[config.mk]
export PLATFORM = sky130hd
export DESIGN_NAME = evt_count_snap
export DESIGN_NICKNAME = d
export VERILOG_FILES = /design/src/rtl/evt_count_snap_pkg.sv /design/src/rtl/evt_count_snap_inc_comb.sv /design/src/rtl/evt_count_snap.sv
export SDC_FILE = /design/constraint.sdc
export NUM_CORES = 1
export LEC_CHECK = 0
export ABC_CLOCK_PERIOD_IN_PS = 1200
export CAP_MARGIN = 10
export CORE_MARGIN = 8
export CORE_UTILIZATION = 39
export CTS_BUF_LIST = sky130_fd_sc_hd__clkbuf_8 sky130_fd_sc_hd__clkbuf_16
export DETAILED_ROUTE_END_ITERATION = 10
export GPL_TIMING_DRIVEN = 1
export MAX_ROUTING_LAYER = met4
export PLACE_DENSITY_LB_ADDON = 0.1
export SLEW_MARGIN = 20
export SYNTH_ARGS = -nofsm -noshare
export SYNTH_HDL_FRONTEND = slang
export SYNTH_SLANG_ARGS = --single-unit
[constraint.sdc]
create_clock -name clk -period 1.2 [get_ports clk]
set_input_delay 0.18 -clock clk [delete_from_list [all_inputs] [get_ports clk]]
set_output_delay 0.18 -clock clk [all_outputs]
set_load 0.03 [all_outputs]
[src/rtl/evt_count_snap_pkg.sv]
// Shared types and constants for the event counter
// with snapshot handshake.
package evt_count_snap_pkg;

  localparam int WIDTH_DEF = 8;

  localparam logic [WIDTH_DEF-1:0] ALL_ONES_DEF =
    {WIDTH_DEF{1'b1}};

  typedef enum logic {
    IDLE = 1'b0,
    HOLD = 1'b1
  } snap_state_e;

endpackage

[src/rtl/evt_count_snap_inc_comb.sv]
// Combinational +1 stage; interchangeable with the
// gate-level incrementer netlist.
module inc_comb
  import evt_count_snap_pkg::*;
#(
  parameter int WIDTH = WIDTH_DEF
) (
  input  logic [WIDTH-1:0] a,
  output logic [WIDTH-1:0] next,
  output logic             co
);

  logic [WIDTH:0] sum;

  always_comb begin
    sum  = {1'b0, a} + {{WIDTH{1'b0}}, 1'b1};
    next = sum[WIDTH-1:0];
    co   = sum[WIDTH];
  end

endmodule

[src/rtl/evt_count_snap.sv]
// Event counter with wrap/saturate policy, sticky
// overflow and a valid/ready snapshot port.
module evt_count_snap
  import evt_count_snap_pkg::*;
#(
  parameter int WIDTH    = WIDTH_DEF,
  parameter int SATURATE = 0
) (
  input  logic             clk,
  input  logic             rst_n,
  input  logic             en,
  input  logic             evt,
  input  logic             clr,
  input  logic             snap_req,
  input  logic             snap_clr,
  output logic             snap_valid,
  input  logic             snap_ready,
  output logic [WIDTH-1:0] snap_data,
  output logic             snap_ovf,
  output logic [WIDTH-1:0] count,
  output logic             ovf
);

  localparam bit SAT = (SATURATE != 0);

  snap_state_e      state_q, state_d;
  logic [WIDTH-1:0] count_q, count_d;
  logic             ovf_q, ovf_d;
  logic [WIDTH-1:0] sdata_q, sdata_d;
  logic             sovf_q, sovf_d;

  logic [WIDTH-1:0] nxt;
  logic             co;
  logic             inc;
  logic             cap;
  logic             clr_any;

  inc_comb #(.WIDTH(WIDTH)) u_inc (
    .a    (count_q),
    .next (nxt),
    .co   (co)
  );

  always_comb begin
    inc     = en & evt;
    cap     = (state_q == IDLE) & snap_req;
    clr_any = clr | (cap & snap_clr);
  end

  // A clear never swallows a simultaneous event.
  always_comb begin
    count_d = count_q;
    ovf_d   = ovf_q;
    if (clr_any) begin
      count_d = inc ? {{(WIDTH-1){1'b0}}, 1'b1}
                    : '0;
      ovf_d   = 1'b0;
    end else if (inc) begin
      count_d = (co && SAT) ? count_q : nxt;
      ovf_d   = ovf_q | co;
    end
  end

  always_comb begin
    state_d = state_q;
    sdata_d = sdata_q;
    sovf_d  = sovf_q;
    unique case (state_q)
      IDLE: begin
        if (snap_req) begin
          sdata_d = count_q;
          sovf_d  = ovf_q;
          state_d = HOLD;
        end
      end
      HOLD: begin
        if (snap_ready) state_d = IDLE;
      end
      default: state_d = IDLE;
    endcase
  end

  always_ff @(posedge clk or negedge rst_n) begin
    if (!rst_n) begin
      state_q <= IDLE;
      count_q <= '0;
      ovf_q   <= 1'b0;
      sdata_q <= '0;
      sovf_q  <= 1'b0;
    end else begin
      state_q <= state_d;
      count_q <= count_d;
      ovf_q   <= ovf_d;
      sdata_q <= sdata_d;
      sovf_q  <= sovf_d;
    end
  end

  assign snap_valid = (state_q == HOLD);
  assign snap_data  = sdata_q;
  assign snap_ovf   = sovf_q;
  assign count      = count_q;
  assign ovf        = ovf_q;

endmodule
==> flow_summary.json <==
{
  "status": "finished with violations",
  "violations": "setup timing",
  "timing.final.crit_share": 1.09,
  "antenna_found_initial": 0,
  "grt_use_total": 0.122,
  "clk_pin_slew_worst_paths_ns": 0.07,
  "io_buffers": 26,
  "worstReg2RegEnd": "count[4]",
  "p_int_uw": 1010,
  "hold_viol": 0,
  "io_pins": 27,
  "drt-initial-drc-count": 8,
  "rsz0062_at_grt": "yes",
  "multi_input_area_um2": 388,
  "place_inst": 143,
  "switching_share": 0.256,
  "worst_slew_pin_slew_ns": 0.276,
  "die_x_um": 61.9,
  "h-tree-depth": 1,
  "report.final.slew_viol_count": 0,
  "cp_cell_sequence": "ha_4 -> nand4_1 -> or3_1 -> a21oi_1",
  "p_switching_uw": 346,
  "start_util": 0.414,
  "area_delta_synth_final_pct": 65.9,
  "vias": 745,
  "final_nets": 134,
  "tns_ns": -0.270,
  "seqCellArea_um2": 485,
  "grt_overflow": 0,
  "layout_commonest_cell": "buf_4",
  "wire_per_inst_um": 14.2,
  "critPathCaptureType": "flip-flop",
  "avgSynthCellArea_um2": 11.2,
  "wl_um": 2150,
  "worstPathArrival_ns": 1.48,
  "p_seq_frac": 0.509,
  "dieArea_mm2": 0.00383,
  "max-cap-violations": 0,
  "cellLeakagePower_uw": 0.000644,
  "worstSetupPathType": "flip-flop to flip-flop",
  "ant_nets": 0,
  "via_per_inst": 4.93,
  "crit_required_ns": 1.37,
  "seq_area_frac_synth": 0.579,
  "syn_area_um2": 821,
  "ys_ff_latch": 19,
  "r2r_cells": 4,
  "hold_class": "input port to asynchronous set/reset pin",
  "holdWs_ns": 0.266,
  "ir_worst_vdd_uv": 996,
  "cts-root-buf": "clkbuf_8",
  "powerDensity_mw_per_mm2": 993,
  "dpl.hpwl_um": 1570,
  "final_cell_mix": "buf_4, dfrtp_1, dfrtp_2",
  "grt_max_degree": 20,
  "final_cells": 151,
  "syn_inst": 73,
  "grt_pass1_wl_um": 3240,
  "place_congestion": 0.799,
  "grt_pass1_vias": 683,
  "fmax_ghz": 0.766,
  "cpMaxStageDelayCell": "dfrtp_2",
  "pwr-share-clk": 0.313,
  "setup_viol": 4,
  "num_antenna_cells": 0,
  "drtPass1Iterations": 4,
  "slew_headroom": 0.814,
  "synthesis.nets": 82,
  "fin_skew_ns": 0.00461,
  "fillCellCount": 160,
  "reg2reg_from": "count[0]",
  "finalWorstSetupSlack_ns": -0.105,
  "drc_errors": 0,
  "max-clock-path-buffers": 2,
  "slowest_delay_ns": 0.42,
  "rrSetupSlack_ns": -0.10,
  "row_count": 16,
  "layout_min_cycle_time_ns": 1.30,
  "worst_skew_pair.late_latency_ns": 0.25,
  "power_uw": 1350,
  "yosys_warnings": 0,
  "cts_buffers": 3,
  "ys_types": 23,
  "cts_tree": "yes",
  "cts.sinks": 19,
  "die_y_um": 61.9,
  "core_mm2": 0.00198,
  "p_comb_frac": 0.177,
  "worstPathMaxFanout": 4,
  "drive_above_1_share": 0.581,
  "startpoint_type": "flip-flop"
}
[layer usage]
layer	wire, um	share of wire	track usage	up-vias
met4	18	0.0084	0.0682	0
met3	137	0.064	0.0288	4
li1	-	-	-	363
met5	0	0	-	-
met2	1090	0.51	0.179	18
met1	902	0.42	0.150	360
[metrics by stage]
step / utilization / cell area [um2] / setup WS (ns)
3_3_place_gp: 0.628 / 1240 / -0.333
4_1_cts: 0.663 / 1310 / -0.0879
6_report: 0.687 / 1360 / -0.105
3_5_place_dp: 0.628 / 1240 / -0.369
2_1_floorplan: - / 871 / -0.109
5_1_grt: 0.687 / 1360 / -0.206
[layout make-up]
cell class                      count  share of cell area
Multi-Input combinational cell     48               0.285
Timing Repair Buffer               49               0.290
Tap cell                           27              0.0248
Clock buffer                        3              0.0303
Inverter                            4              0.0110
Clock inverter                      1             0.00276
Sequential cell                    19               0.357
[cells by family (layout without fill, tap and decap cells)]
logic type / Yosys count / count (layout) / share of synthesized area
compound gates: 16 / 16 / 0.110
xor+xnor: 2 / 2 / 0.0213
fa+ha+maj: 1 / 1 / 0.0152
buf+inv: 6 / 57 / 0.0289
flops: 19 / 19 / 0.579
mux: 6 / 6 / 0.0823
simple gates: 23 / 23 / 0.163
[flip-flops by register name, indices dropped and copies added, names as in the netlist]
register / cells
snap_valid: 1
count: 8
ovf: 1
snap_data: 8
snap_ovf: 1
[worst max-delay path: cells and delay by family, from the launching register on]
family                   cells  cell delay, ns
adder cells (fa/ha/maj)      1            0.15
AO/OA/AOI/OAI                1            0.14
AND/OR/NAND/NOR              2            0.53
flip-flops                   1            0.42
[Yosys cell counts]
cell type | number | share of area
nand2b_1 | 2 | 0.015
inv_1 | 4 | 0.018
o31ai_1 | 2 | 0.018
dfrtp_1 | 19 | 0.58
mux2_2 | 6 | 0.082
nor3_1 | 1 | 0.0061
o21ai_0 | 7 | 0.043
or3_1 | 2 | 0.015
clkbuf_1 | 1 | 0.0046
nand4_2 | 1 | 0.015
xnor2_1 | 1 | 0.011
o21ba_2 | 1 | 0.012
nor2_1 | 1 | 0.0046
nand3_1 | 3 | 0.018
nand4_1 | 2 | 0.015
ha_1 | 1 | 0.015
nand2_1 | 6 | 0.027
xor2_1 | 1 | 0.011
buf_2 | 1 | 0.0061
or4_1 | 2 | 0.018
a21oi_1 | 6 | 0.037
nand3b_1 | 2 | 0.018
or3_2 | 1 | 0.0091
[power groups by stage]
stage,registers [uW],clock network (uW),logic (uW)
after global placement,699,0,237
after detailed placement,700,0,242
after floorplan,749,0,68.3
after CTS,688,439,238
after global routing,692,465,256
final,688,423,240
[repair_timing]
item	4_1_cts	5_1_grt
gates resized for setup	3	12
hold buffers	0	0
endpoints found under the setup margin	6	9
pin swaps	0	1
setup buffers	3	1
[worst max path at each step]
stage	endpoint	start	slack (ns)
after floorplan	count[4]	count[0]	-0.11
after global routing	count[4]	count[0]	-0.21
final	count[4]	count[0]	-0.10
after global placement	count[5]	en	-0.33
after CTS	count[4]	count[0]	-0.09
after detailed placement	count[5]	en	-0.37
Note: power is estimated with default switching activity, not from simulation.
